<file path="src/rtl/arith_pkg.sv">
// Shared arithmetic-library package: divider FSM states, default operand
// width and the bit-counter width helper.
package arith_pkg;

    typedef enum logic [1:0] {
        IDLE = 2'd0,
        RUN  = 2'd1,
        DONE = 2'd2
    } state_t;

    localparam int DEFAULT_WIDTH = 4;

    // Bits needed to hold a count of w-1 down to 0 (never less than 1).
    function automatic int cnt_width(input int w);
        return ($clog2(w) > 0) ? $clog2(w) : 1;
    endfunction

    localparam int CNT_W = cnt_width(DEFAULT_WIDTH);

endpackage

</file>
<file path="src/rtl/add_sub_unit.sv">
// Parameterised ripple-carry add/subtract. m_i=1 subtracts by inverting b_i
// and injecting a carry-in of 1. For subtraction, borrow = ~cout_o.
module add_sub_unit #(
    parameter int N = 4
) (
    input  logic [N-1:0] a_i,
    input  logic [N-1:0] b_i,
    input  logic         m_i,
    output logic [N-1:0] s_o,
    output logic         cout_o
);

    logic [N:0]   carry;
    logic [N-1:0] b_x;

    // Ripple the carry bit by bit through the full-adder chain.
    always_comb begin
        b_x      = b_i ^ {N{m_i}};
        carry    = '0;
        carry[0] = m_i;
        s_o      = '0;
        for (int k = 0; k < N; k++) begin
            s_o[k]     = a_i[k] ^ b_x[k] ^ carry[k];
            carry[k+1] = (a_i[k] & b_x[k]) | (carry[k] & (a_i[k] ^ b_x[k]));
        end
    end

    assign cout_o = carry[N];

endmodule

</file>
<file path="src/rtl/seq_divider.sv">
// Sequential restoring divider, one quotient bit per clock.
// start/busy/done handshake: start is sampled only while busy=0 (IDLE or
// DONE); busy is high for the WIDTH trial-subtraction cycles; done pulses for
// one cycle when quotient/remainder/div_by_zero are updated, and they hold
// until the next completion. state_o exposes the FSM state for debug.
// Optional build macro SEQ_DIVIDER_SIGNED_EN selects two's-complement
// operands (magnitudes divided, signs applied at capture and completion).
module seq_divider
    import arith_pkg::*;
#(
    parameter int WIDTH = DEFAULT_WIDTH
) (
    input  logic             clk,
    input  logic             rst,
    input  logic             start,
    input  logic [WIDTH-1:0] dividend,
    input  logic [WIDTH-1:0] divisor,
    output logic             busy,
    output logic             done,
    output logic [WIDTH-1:0] quotient,
    output logic [WIDTH-1:0] remainder,
    output logic             div_by_zero,
    output logic [1:0]       state_o
);

    localparam int CW = cnt_width(WIDTH);

    state_t           state_q, state_d;
    logic [WIDTH-1:0] r_q, r_d;
    logic [WIDTH-1:0] q_q, q_d;
    logic [WIDTH-1:0] dvs_q, dvs_d;
    logic [CW-1:0]    cnt_q, cnt_d;
    logic [WIDTH-1:0] quot_q, quot_d;
    logic [WIDTH-1:0] rem_q, rem_d;
    logic             dbz_q, dbz_d;

    // Trial subtraction on WIDTH+1 bits so the shifted-out MSB of R is kept.
    logic [WIDTH:0]   shifted;
    logic [WIDTH:0]   trial;
    logic             trial_cout;
    logic             no_borrow;
    logic [WIDTH-1:0] step_r;
    logic [WIDTH-1:0] step_q;

    assign shifted = {r_q, q_q[WIDTH-1]};

    add_sub_unit #(.N(WIDTH + 1)) u_trial (
        .a_i    (shifted),
        .b_i    ({1'b0, dvs_q}),
        .m_i    (1'b1),
        .s_o    (trial),
        .cout_o (trial_cout)
    );

    assign no_borrow = trial_cout;
    assign step_r    = no_borrow ? trial[WIDTH-1:0] : shifted[WIDTH-1:0];
    assign step_q    = {q_q[WIDTH-2:0], no_borrow};

    // Operand magnitudes at capture and signed results at completion.
    logic [WIDTH-1:0] mag_dvd;
    logic [WIDTH-1:0] mag_dvs;
    logic [WIDTH-1:0] fin_q;
    logic [WIDTH-1:0] fin_r;
    logic             unused_bits;

`ifdef SEQ_DIVIDER_SIGNED_EN
    logic             qneg_q, qneg_d;
    logic             rneg_q, rneg_d;
    logic [WIDTH-1:0] neg_dvd, neg_dvs, neg_q, neg_r;
    logic             c_dvd, c_dvs, c_q, c_r;

    add_sub_unit #(.N(WIDTH)) u_neg_dvd (
        .a_i('0), .b_i(dividend), .m_i(1'b1), .s_o(neg_dvd), .cout_o(c_dvd));
    add_sub_unit #(.N(WIDTH)) u_neg_dvs (
        .a_i('0), .b_i(divisor), .m_i(1'b1), .s_o(neg_dvs), .cout_o(c_dvs));
    add_sub_unit #(.N(WIDTH)) u_neg_q (
        .a_i('0), .b_i(step_q), .m_i(1'b1), .s_o(neg_q), .cout_o(c_q));
    add_sub_unit #(.N(WIDTH)) u_neg_r (
        .a_i('0), .b_i(step_r), .m_i(1'b1), .s_o(neg_r), .cout_o(c_r));

    assign mag_dvd     = dividend[WIDTH-1] ? neg_dvd : dividend;
    assign mag_dvs     = divisor[WIDTH-1]  ? neg_dvs : divisor;
    assign fin_q       = qneg_q ? neg_q : step_q;
    assign fin_r       = rneg_q ? neg_r : step_r;
    assign unused_bits = ^{trial[WIDTH], c_dvd, c_dvs, c_q, c_r};

    // Sign flags for the operation in flight.
    always_ff @(posedge clk) begin
        if (rst) begin
            qneg_q <= 1'b0;
            rneg_q <= 1'b0;
        end else begin
            qneg_q <= qneg_d;
            rneg_q <= rneg_d;
        end
    end
`else
    assign mag_dvd     = dividend;
    assign mag_dvs     = divisor;
    assign fin_q       = step_q;
    assign fin_r       = step_r;
    assign unused_bits = trial[WIDTH];
`endif

    // State and datapath registers.
    always_ff @(posedge clk) begin
        if (rst) begin
            state_q <= IDLE;
            r_q     <= '0;
            q_q     <= '0;
            dvs_q   <= '0;
            cnt_q   <= '0;
            quot_q  <= '0;
            rem_q   <= '0;
            dbz_q   <= 1'b0;
        end else begin
            state_q <= state_d;
            r_q     <= r_d;
            q_q     <= q_d;
            dvs_q   <= dvs_d;
            cnt_q   <= cnt_d;
            quot_q  <= quot_d;
            rem_q   <= rem_d;
            dbz_q   <= dbz_d;
        end
    end

    // Next-state logic: accept in IDLE/DONE, shift-subtract in RUN.
    always_comb begin
        state_d = state_q;
        r_d     = r_q;
        q_d     = q_q;
        dvs_d   = dvs_q;
        cnt_d   = cnt_q;
        quot_d  = quot_q;
        rem_d   = rem_q;
        dbz_d   = dbz_q;
`ifdef SEQ_DIVIDER_SIGNED_EN
        qneg_d  = qneg_q;
        rneg_d  = rneg_q;
`endif
        case (state_q)
            IDLE, DONE: begin
                state_d = IDLE;
                if (start) begin
                    if (divisor == '0) begin
                        // No RUN cycles: results are known immediately.
                        state_d = DONE;
                        quot_d  = '1;
                        rem_d   = dividend;
                        dbz_d   = 1'b1;
                    end else begin
                        state_d = RUN;
                        r_d     = '0;
                        q_d     = mag_dvd;
                        dvs_d   = mag_dvs;
                        cnt_d   = CW'(WIDTH - 1);
`ifdef SEQ_DIVIDER_SIGNED_EN
                        qneg_d  = dividend[WIDTH-1] ^ divisor[WIDTH-1];
                        rneg_d  = dividend[WIDTH-1];
`endif
                    end
                end
            end
            RUN: begin
                r_d   = step_r;
                q_d   = step_q;
                cnt_d = cnt_q - CW'(1);
                if (cnt_q == '0) begin
                    state_d = DONE;
                    quot_d  = fin_q;
                    rem_d   = fin_r;
                    dbz_d   = 1'b0;
                end
            end
            default: state_d = IDLE;
        endcase
    end

    assign busy        = (state_q == RUN);
    assign done        = (state_q == DONE);
    assign quotient    = quot_q;
    assign remainder   = rem_q;
    assign div_by_zero = dbz_q;
    assign state_o     = state_q;

endmodule

</file>
<file path="config.mk">
export PLATFORM = sky130hd
export DESIGN_NAME = seq_divider
export DESIGN_NICKNAME = d
export VERILOG_FILES = /design/src/rtl/arith_pkg.sv /design/src/rtl/add_sub_unit.sv /design/src/rtl/seq_divider.sv
export SDC_FILE = /design/constraint.sdc
export NUM_CORES = 1
export LEC_CHECK = 0
export BUFFER_PORTS_ARGS = -buffer_cell sky130_fd_sc_hd__buf_4
export CAP_MARGIN = 20
export CELL_PAD_IN_SITES_DETAIL_PLACEMENT = 0
export CELL_PAD_IN_SITES_GLOBAL_PLACEMENT = 1
export CORE_ASPECT_RATIO = 1.4
export CORE_MARGIN = 8
export CORE_UTILIZATION = 30
export DETAILED_ROUTE_END_ITERATION = 8
export PLACE_DENSITY = 0.61
export SLEW_MARGIN = 20
export SYNTH_ARGS = -nofsm -noshare
export SYNTH_HDL_FRONTEND = slang
export SYNTH_SLANG_ARGS = --single-unit
</file>
<file path="constraint.sdc">
create_clock -name clk -period 3.5 [get_ports clk]
set_input_delay 0.525 -clock clk [delete_from_list [all_inputs] [get_ports clk]]
set_output_delay 0.525 -clock clk [all_outputs]
set_load 0.05 [all_outputs]
</file>
=== Yosys cells after proc, flatten, opt, wreduce, memory -nomap -nowiden ===
Cells that the tools add are included.

* Register bits: 25
* RAM bits: 0
* Latch bits: 0
* Bits of input ports: 11
* Memories kept: 0
* Word-level logic and storage cells: 74
* Memory bits (read-only): 0
* Output and inout port bits: 13

* Bitwise gates (word level): 25
* Divide/modulo/power cells: 0
* Multiply operators: 0
* Shift-type cells: 0
* Eq/ne operators: 6
* Muxes and demuxes: 26
* $add $sub $neg: 1
* $lt $le $gt $ge: 0
* Reduce and logical (&&, ||, !) cells: 8

{| class="wikitable"
|+ Operators by type and width
! kind !! count
|-
| 2-to-1 mux 4 bit || 11
|-
| one-hot mux 4 bit (2 select lines) || 4
|-
| 2-to-1 mux 2 bit || 5
|-
| AND 1 bit || 9
|-
| one-hot mux 2 bit (2 select lines) || 2
|-
| bitwise XOR 1 bit || 8
|-
| inequality test 2 bit, second input constant || 3
|-
| AND reduction 3 bit || 2
|-
| inverter 4 -> 5 bit || 1
|-
| bitwise OR 1 bit || 5
|-
| logical NOT 2 bit || 2
|-
| logical NOT 4 bit || 1
|-
| AND reduction 4 bit || 1
|-
| 2-to-1 mux 1 bit || 3
|-
| == test 2 x 1 -> 1 bit, second input constant || 1
|-
| == test 2 bit, second input constant || 1
|-
| inequality test 2 x 1 -> 1 bit, second input constant || 1
|-
| inverter 1 bit || 2
|-
| one-hot mux 1 bit (2 select lines) || 1
|-
| nonzero test 2 bit || 1
|-
| OR reduction 2 bit || 1
|-
| subtractor 2 x 1 -> 2 bit, second input constant || 1
|}

=== Longest topological paths before layout ===
Gate-level depths: netlist of run 1.

* Depth in word-level cells: 14
* Gate-level depth with buffers: 12
* Depth with buffers taken out: 11

=== By module ===
A second synthesis of run 1 with hierarchy kept.

* Cells, all modules: 149
* Area total of the unflattened synthesis: 1326.3 sq um

{| class="wikitable"
|+ Modules (own cells, without submodules)
! module !! cells each !! area an instance (sq um) !! instances
|-
| seq_divider || 132 || 1157.4 || 1
|-
| add_sub_unit || 17 || 168.9 || 1
|}

=== Worst setup path after synthesis of run 1 ===
Ideal clock, no wire load.

* Kind: register -> register
* From: register q_q[3]
* To: register rem_q[1] (netlist: remainder[1])
* Period minus slack after synthesis: 2.362 ns
* Arrival time: 2.243 ns
* Stages on the path, launching flop included: 13
* Path buffers: 1
* Slack: 1.138 ns
* Setup time: 0.119 ns
* Cell sequence: dfxtp_1 > inv_1 > ha_1 > inv_1 > fa_1 > inv_1 > fa_1 > fa_1 > nand2b_1 > clkbuf_1 > mux2i_1 > a21oi_1 > o221a_2

* Cells in the longest elaborated chain, start to end: 13
* Elaborated cells between the ends (all ways): 15
* Classes of those cells: mux: 3; bitwise: 12

{| class="wikitable"
|+ RTL lines
! element !! line !! RTL
|-
| start, declared || seq_divider.sv:30 || <nowiki>logic [WIDTH-1:0] q_q, q_d;</nowiki>
|-
| start signal, assigned || seq_divider.sv:119 || <nowiki>q_q <= q_d;</nowiki>
|-
| AND 1 bit / bitwise XOR 1 bit (equally long branches) || add_sub_unit.sv:24 || <nowiki>carry[k+1] = (a_i[k] & b_x[k]) | (carry[k] & (a_i[k] ^ b_x[k]));</nowiki>
|-
| bitwise OR 1 bit * || add_sub_unit.sv:24 ||
|-
| AND 1 bit || add_sub_unit.sv:24 ||
|-
| bitwise OR 1 bit || add_sub_unit.sv:24 ||
|-
| AND 1 bit || add_sub_unit.sv:24 ||
|-
| bitwise OR 1 bit || add_sub_unit.sv:24 ||
|-
| AND 1 bit || add_sub_unit.sv:24 ||
|-
| bitwise OR 1 bit || add_sub_unit.sv:24 ||
|-
| AND 1 bit || add_sub_unit.sv:24 ||
|-
| bitwise OR 1 bit || add_sub_unit.sv:24 ||
|-
| 2-to-1 mux 4 bit * || seq_divider.sv:56 || <nowiki>assign step_r = no_borrow ? trial[WIDTH-1:0] : shifted[WIDTH-1:0];</nowiki>
|-
| 2-to-1 mux 4 bit * || seq_divider.sv:169 || <nowiki>if (cnt_q == '0) begin</nowiki>
|-
| one-hot mux 4 bit (2 select lines) * || seq_divider.sv:142 || <nowiki>case (state_q)</nowiki>
|-
| end signal, assigned || seq_divider.sv:123 || <nowiki>rem_q <= rem_d;</nowiki>
|-
| end, declared || seq_divider.sv:34 || <nowiki>logic [WIDTH-1:0] rem_q, rem_d;</nowiki>
|}

Mark *: on every way between the ends. The rest lies on a longest branch, timed or not. The select of a mux whose other input is x is not followed.
A chain may end at the register's enable or synchronous reset.

=== Worst setup path in the final report of run 1 ===
* From: register q_q[3]
* To: register rem_q[3] (netlist: remainder[3])

* Cells in the longest elaborated chain, start to end: 13
* Elaborated cells between the ends (all ways): 15
* Classes of those cells: mux: 3; bitwise: 12

{| class="wikitable"
|+ RTL lines
! element !! line
|-
| AND 1 bit / bitwise XOR 1 bit (equally long branches) || add_sub_unit.sv:24
|-
| bitwise OR 1 bit * || add_sub_unit.sv:24
|-
| AND 1 bit * || add_sub_unit.sv:24
|-
| bitwise OR 1 bit * || add_sub_unit.sv:24
|-
| AND 1 bit * || add_sub_unit.sv:24
|-
| bitwise OR 1 bit * || add_sub_unit.sv:24
|-
| AND 1 bit || add_sub_unit.sv:24
|-
| bitwise OR 1 bit || add_sub_unit.sv:24
|-
| AND 1 bit || add_sub_unit.sv:24
|-
| bitwise OR 1 bit || add_sub_unit.sv:24
|-
| 2-to-1 mux 4 bit * || seq_divider.sv:56
|-
| 2-to-1 mux 4 bit * || seq_divider.sv:169
|-
| one-hot mux 4 bit (2 select lines) * || seq_divider.sv:142
|}

Marked as above.

==> results of run 1 <==
==> worst max-delay path by stage <==
stage	slack, ps	from	cells after the start	to
2_1_floorplan	1140	q_q[3]	12	remainder[1]
3_3_place_gp	1110	q_q[3]	11	remainder[1]
3_5_place_dp	1050	q_q[3]	11	remainder[3]
4_1_cts	1030	q_q[3]	11	remainder[3]
5_1_grt	830	q_q[3]	11	remainder[3]
6_report	1040	q_q[3]	11	remainder[3]
==> cells by family after synthesis <==
group	count (synthesis)	share of synthesized area [%]
fa+ha+maj	5	7.20
compound gates	25	16.1
simple gates	58	24.7
flops	25	42.4
mux	4	3.39
buf+inv	17	6.25
==> flip-flops by register name, indices dropped and copies added (netlist names) <==
register and count:
quotient 4, dvs_q 4, remainder 4, state_o 2
div_by_zero 1, r_q 4, q_q 4, cnt_q 2
==> stage by stage <==
stage	utilization, %	instances	hold WS, ps	power (mW)	cell area [um^2]
floorplan	-	134	443	0.476	1180
global placement	35.5	192	455	0.527	1370
detailed placement	35.5	192	467	0.530	1370
CTS	36.7	196	481	0.703	1410
global route	36.7	196	495	0.735	1410
finish	36.7	196	473	0.693	1410
==> layer usage <==
metal | vias up | wire, um | global-route usage [%] | part of all wire (%)
li1 | 494 | - | - | -
met1 | 455 | 1330 | 10.8 | 45
met2 | 18 | 1460 | 16.2 | 49
met3 | 7 | 96 | 2.31 | 3.2
met4 | 0 | 83 | 5.32 | 2.8
met5 | - | 0 | 0 | 0
==> layout by cell type, fill, tap and decap left out, types with 4 or more instances in the layout <==
cell,count
sky130_fd_sc_hd__a21oi_1,7
sky130_fd_sc_hd__nand2_1,7
sky130_fd_sc_hd__nand2b_1,4
sky130_fd_sc_hd__a22oi_1,5
sky130_fd_sc_hd__nor3_1,10
sky130_fd_sc_hd__buf_4,23
sky130_fd_sc_hd__dfxtp_1,25
sky130_fd_sc_hd__inv_1,8
sky130_fd_sc_hd__nor2_1,25
sky130_fd_sc_hd__mux2i_1,4
==> layout make-up <==
type | count | area share [%]
tap | 43 | 3.81
multi-input combinational | 92 | 42.9
inverter | 9 | 2.39
timing repair buffer | 23 | 12.2
sequential | 25 | 35.4
clock inverter | 1 | 0.354
clock buffer | 3 | 2.92
==> critical path, stage by stage (launching register included) <==
cell and delay, ps:
sky130_fd_sc_hd__dfxtp_1 330, sky130_fd_sc_hd__inv_1 50, sky130_fd_sc_hd__ha_1 190, sky130_fd_sc_hd__inv_1 60, sky130_fd_sc_hd__fa_1 150, sky130_fd_sc_hd__inv_1 50
sky130_fd_sc_hd__fa_1 380, sky130_fd_sc_hd__fa_1 380, sky130_fd_sc_hd__nand2b_1 260, sky130_fd_sc_hd__mux2i_1 300, sky130_fd_sc_hd__o22ai_1 130, sky130_fd_sc_hd__nor3_2 110
==> power by group through the flow <==
stage,Clock (mW),Sequential (mW),Combinational [mW]
after floorplan,0,0.366,0.111
after global placement,0,0.331,0.196
after detailed placement,0,0.331,0.199
after CTS,0.179,0.325,0.199
after global routing,0.194,0.328,0.214
final,0.172,0.325,0.195
==> impl_summary.txt, run 1 <==
----------------------------------------------------
[Clocking]
  Number of buffers inserted to repair setup after CTS ... 0
  Clock-pin slew reported for the worst setup and hold paths after clock tree synthesis ... 90 ps
  Source-to-sink clock delay at the later pin of the worst-skew pair ... 270 ps
  Number of clock sinks seen by CTS ... 25
  Post-CTS Hold Fix Bufs ... 0
  Number of instances resized during post-cts repair ... 0
  Number of buffers added by the clock tree synthesis step ... 3
  Max clock buf depth ... 2
  Root Buffer Master ... sky130_fd_sc_hd__clkbuf_8
  Depth of the CTS H-tree ... 1
  TritonCTS clock tree ... yes

[Yosys]
  Commonest cells in the synthesized netlist ... sky130_fd_sc_hd__dfxtp_1, sky130_fd_sc_hd__nor2_1, sky130_fd_sc_hd__nor3_1
  Number of warnings printed during yosys synthesis ... 0
  Top post-synthesis cells by area ... sky130_fd_sc_hd__dfxtp_1, sky130_fd_sc_hd__nor2_1, sky130_fd_sc_hd__fa_1
  Synth async-reset ratio ... 0%
  Post-Synthesis Net Count ... 150
  Post-synthesis cell type with the largest combined area ... sky130_fd_sc_hd__dfxtp_1
  Synthesized netlist cell count ... 134
  Area of the mapped netlist ... 1180 um^2
  Synth Register Bits ... 25
  Area share of the leading cell type in the synthesized netlist ... 42.4%
  Main synth FF type ... sky130_fd_sc_hd__dfxtp_1
  Share of synthesized area occupied by flip-flops and latches ... 42.4%
  Number of different library cells in the post-synthesis netlist ... 31
  Number of enable-type register cells in the synthesized netlist ... 0
  Avg Cell Area, Syn ... 8.81 um^2

[Floorplanning]
  Row cnt ... 27
  Core Footprint ... 3850 um^2
  Boundary pin count ... 24
  Initial core utilization ... 30.7%
  Die X-Extent ... 69.0 um
  Die height ... 90.2 um
  Die Outline Area ... 6230 um^2

[Power]
  Power density over cell area ... 490 nW/um^2
  Seq pwr share ... 46.9%
  Switching power share of the total ... 33.7%
  Switching power summed over all nets ... 0.233 mW
  Relative contribution of combinational cells to total power ... 28.2%
  Highest ir drop seen on vdd ... 0.195 mV
  Static leakage ... 0.593 nW
  Fraction of power consumed by the clock network ... 24.9%
  Internal portion of total power ... 0.459 mW

[Timing]
  Clock Skews ... 3.96 ps
  Slew headroom ... 57.0%
  Final total negative setup slack ... 0 ps
  Final setup slack of the worst path ... 1040 ps
  Number of setup violations in the final report ... 0
  Maximum achievable frequency ... 407 MHz
  RSZ-0062 raised after global routing ... false
  Final count of pins violating max slew ... 0
  Final hold vios ... 0
  Period minus WS final ... 2460 ps
  Worst Max-Slew Pin Slew ... 643 ps
  Period utilisation layout ... 70.2%

[Route]
  WL per Instance ... 15.1 um
  Via total after detailed routing ... 974
  Final routed wirelength across all metal layers ... 2970 um
  Number of remaining DRC errors ... 0
  First-pass DRT Iterations ... 4
  Post-route ant nets ... 0
  Vias per std cell ... 4.97
  Detailed Route Iter0 Violations ... 19

[Finish]
  FF+latch area ... 500 um^2
  Post-layout nets ... 170
  Area growth syn-to-layout ... 19.7%
  Filler Cell Count ... 427
  Number of diodes added for antenna fixing ... 0
  Combined area of the multi-input logic cells ... 607 um^2
  Share of final-layout standard cells stronger than drive strength 1 ... 25.5%

[Critical path]
  Crit path max fanout ... 6
  Startpoint kind of the worst setup timing path ... flip-flop
  Critical path type ... flip-flop to flip-flop
  Crit Reg-Reg Endpoint ... remainder[3]
  Worst reg2reg setup slack ... 1040 ps
  Crit end category ... flip-flop
  Depth of the worst register-to-register path ... 11
  Arrival time of the worst setup path ... 2660 ps
  Data required time at the worst endpoint ... 3710 ps
  Origin of the critical flop-to-flop path ... q_q[3]

[GRT]
  Global-route wire length before repair ... 5020 um
  Largest net degree at the start of global routing ... 26
  Number of antenna violations at the first check in global routing ... 0
  GRT Residual Overflow ... 0
  Via count of the first global-routing pass ... 1065
  Total global-route track usage ... 9.62%

[Status]
  Run status ... complete, no violations

[Min path]
  Worst hold path type ... flip-flop to flip-flop
  Capture endpoint of the worst hold path ... q_q[3]
  HP Start ... q_q[3]
  Cell depth of the worst min-delay path ... 2

[Place]
  Post-Place Worst Slack ... 1050 ps
  PortBufs ... 23
  Post-detail-place hpwl ... 2200 um
  Final weighted congestion in routability-driven placement ... 0.852

[Job]
  Count of maximum capacitance violations ... 0

----------------------------------------------------
No activity file was read; power rests on OpenSTA's default activity.
==> inputs of run 2 (changes only) <==
- PLACE_DENSITY: 0.61 -> 0.64
- clock period: 3.5 -> 2 ns (I/O delays scaled with it)
==> impl_summary.txt, run 2 (synthesis results as in run 1) <==
----------------------------------------------------
[Floorplanning]
  Row cnt ... 27 (unchanged)
  Die X-Extent ... 69.0 um (unchanged)
  Die Outline Area ... 6230 um^2 (unchanged)
  Core Footprint ... 3850 um^2 (unchanged)
  Boundary pin count ... 24 (unchanged)
  Initial core utilization ... 30.7% (unchanged)
  Die height ... 90.2 um (unchanged)

[Place]
  Final weighted congestion in routability-driven placement ... 0.835 (-1.9%)
  PortBufs ... 23 (unchanged)
  Post-Place Worst Slack ... -366 ps (-1420 ps)
  Post-detail-place hpwl ... 2310 um (+5.3%)

[Power]
  Power density over cell area ... 841 nW/um^2 (+72%)
  Static leakage ... 0.624 nW (+5.2%)
  Sum of internal, switching and leakage power ... 1.29 mW (+87%)
  Highest ir drop seen on vdd ... 0.340 mV (+74%)

[Route]
  First-pass DRT Iterations ... 4 (unchanged)
  Number of remaining DRC errors ... 0 (unchanged)
  Via total after detailed routing ... 1031 (+5.9%)
  Detailed Route Iter0 Violations ... 35 (+16)
  Vias per std cell ... 5.05 (+1.7%)
  Final routed wirelength across all metal layers ... 3130 um (+5.4%)
  WL per Instance ... 15.3 um (+1.3%)
  Post-route ant nets ... 0 (unchanged)

[GRT]
  Via count of the first global-routing pass ... 1111 (+4.3%)
  Largest net degree at the start of global routing ... 26 (unchanged)
  GRT Residual Overflow ... 0 (unchanged)
  Total global-route track usage ... 10.2% (+0.58 points)
  Global-route wire length before repair ... 5320 um (+6.0%)
  Number of antenna violations at the first check in global routing ... 0 (unchanged)

[Timing]
  Worst Max-Slew Pin Slew ... 661 ps (+18.1 ps)
  Clock Skews ... 5.49 ps (+1.53 ps)
  Final setup slack of the worst path ... -227 ps (-1270 ps)
  Final count of pins violating max slew ... 0 (unchanged)
  Maximum achievable frequency ... 449 MHz (+10%)
  Final hold vios ... 0 (unchanged)
  RSZ-0062 raised after global routing ... true
  Period utilisation layout ... 111% (+41 points)
  Number of setup violations in the final report ... 10 (+10)
  Period minus WS final ... 2230 ps (-230 ps)
  Slew headroom ... 55.8% (-1.2 points)

[Finish]
  Post-layout nets ... 178 (+4.7%)
  Filler Cell Count ... 409 (-4.2%)
  Most frequent standard cell in the layout excluding fill and tap cells ... sky130_fd_sc_hd__buf_4
  Combined area of the multi-input logic cells ... 669 um^2 (+10%)
  Area growth syn-to-layout ... 30.2%
  Most used cells in the layout excluding fill and tap cells ... sky130_fd_sc_hd__buf_4, sky130_fd_sc_hd__nor2_1, sky130_fd_sc_hd__dfxtp_1, sky130_fd_sc_hd__nor3_1
  Share of final-layout standard cells stronger than drive strength 1 ... 37.3% (+12 points)
  FF+latch area ... 502 um^2 (+0.25%)
  Number of diodes added for antenna fixing ... 0 (unchanged)

[Critical path]
  Depth of the worst register-to-register path ... 11 (unchanged)
  Crit Reg-Reg Endpoint ... remainder[1]
  Origin of the critical flop-to-flop path ... q_q[3]
  Arrival time of the worst setup path ... 2390 ps (-270 ps)
  Delay of the slowest cell on the worst path ... 360 ps (-20 ps)
  Data required time at the worst endpoint ... 2160 ps (-1550 ps)
  Crit end category ... flip-flop
  CP max-delay cell ... sky130_fd_sc_hd__fa_2
  Critical path cell sequence ... inv_2, ha_4, inv_2, fa_2, inv_2, fa_2, fa_2, nand2b_4, mux2i_1, a21oi_1, o221a_2
  Startpoint kind of the worst setup timing path ... flip-flop
  Crit path max fanout ... 5 (-1)
  Worst reg2reg setup slack ... -230 ps (-1270 ps)
  Critical path type ... flip-flop to flip-flop

[Clocking]
  Depth of the CTS H-tree ... 1 (unchanged)
  Root Buffer Master ... sky130_fd_sc_hd__clkbuf_8
  Number of buffers added by the clock tree synthesis step ... 3 (unchanged)
  Number of clock sinks seen by CTS ... 25 (unchanged)
  Max clock buf depth ... 2 (unchanged)
  Source-to-sink clock delay at the later pin of the worst-skew pair ... 270 ps (about the same)
  Post-CTS Hold Fix Bufs ... 0 (unchanged)
  Clock-pin slew reported for the worst setup and hold paths after clock tree synthesis ... 90 ps (about the same)
  TritonCTS clock tree ... yes

[Min path]
  Capture endpoint of the worst hold path ... remainder[2]
  Cell depth of the worst min-delay path ... 3 (+1)
  Worst hold path type ... input port to flip-flop
  HP Start ... dividend[2]

[Job]
  Count of maximum capacitance violations ... 0 (unchanged)

[Status]
  Run status ... finished, violations left
  Violations in the final reports ... negative setup slack

----------------------------------------------------
==> run 2: cell types whose count changed in the layout (fill, tap and decap cells not counted), moves of 2 or more <==
cell / previous run / this run
sky130_fd_sc_hd__buf_4: 23 / 31
sky130_fd_sc_hd__fa_1: 3 / 0
sky130_fd_sc_hd__fa_2: 0 / 3
sky130_fd_sc_hd__inv_1: 8 / 5
sky130_fd_sc_hd__inv_2: 1 / 4
sky130_fd_sc_hd__mux2i_1: 4 / 1
sky130_fd_sc_hd__mux2i_4: 0 / 2
==> run 2: timing repair <==
item,in CTS,in global routing
gates resized for setup,4,4
pin swaps,1,0
buffers inserted,1,1
setup endpoints to repair,10,10
==> run 2: metal layers <==
| layer | track usage (%) | vias to the layer above | routed length (um) |
|---|---|---|---|
| li1 | - | 515 | - |
| met1 | 11.6 | 494 | 1340 |
| met2 | 17.7 | 18 | 1640 |
| met3 | 2.20 | 4 | 110 |
| met4 | 4.12 | 0 | 36 |
| met5 | 0 | - | 0 |
==> run 2: worst max-delay path by stage <==
stage,endpoint,depth (start not counted),from
global placement,remainder[2],11,q_q[3]
detailed placement,remainder[2],11,q_q[3]
CTS,remainder[1],11,q_q[3]
global route,remainder[2],11,q_q[3]
floorplan,remainder[2],12,q_q[3]
finish,remainder[1],11,q_q[3]
==> run 2: through the flow <==
stage	setup TNS (ps)	area, um^2	hold WS, ps	utilization (%)	std cells
after floorplan	-655	1210	443	-	134
after global routing	-2800	1540	312	39.9	204
after CTS	-1500	1510	274	39.1	203
after detailed placement	-2410	1430	470	37.2	198
after global placement	-1800	1430	459	37.2	198
final	-1780	1540	294	39.9	204
==> run 2: worst max-delay path: cells and delay by family (launching register included) <==
kind	cells	cell delay (ps)
AOI/OAI and AO/OA	2	240
and+or+nand+nor	1	150
muxes	1	240
buffers and inverters	3	130
DFF	1	340
adders and majority gates	4	1020
==> run 2: layout make-up <==
cell class,count,share of cell area (%)
multi-input cells,92,43.5
well taps,43,3.50
repair buffers,31,15.1
clock inverters,1,0.325
flip-flops and latches,25,32.6
clock buffers,3,2.69
inverters,9,2.20
==> run 2: power by group <==
group          switching, mW  total [mW]  internal (mW)
combinational          0.246       0.424          0.178
clock                  0.160       0.299          0.139
sequential            0.0291       0.570          0.541
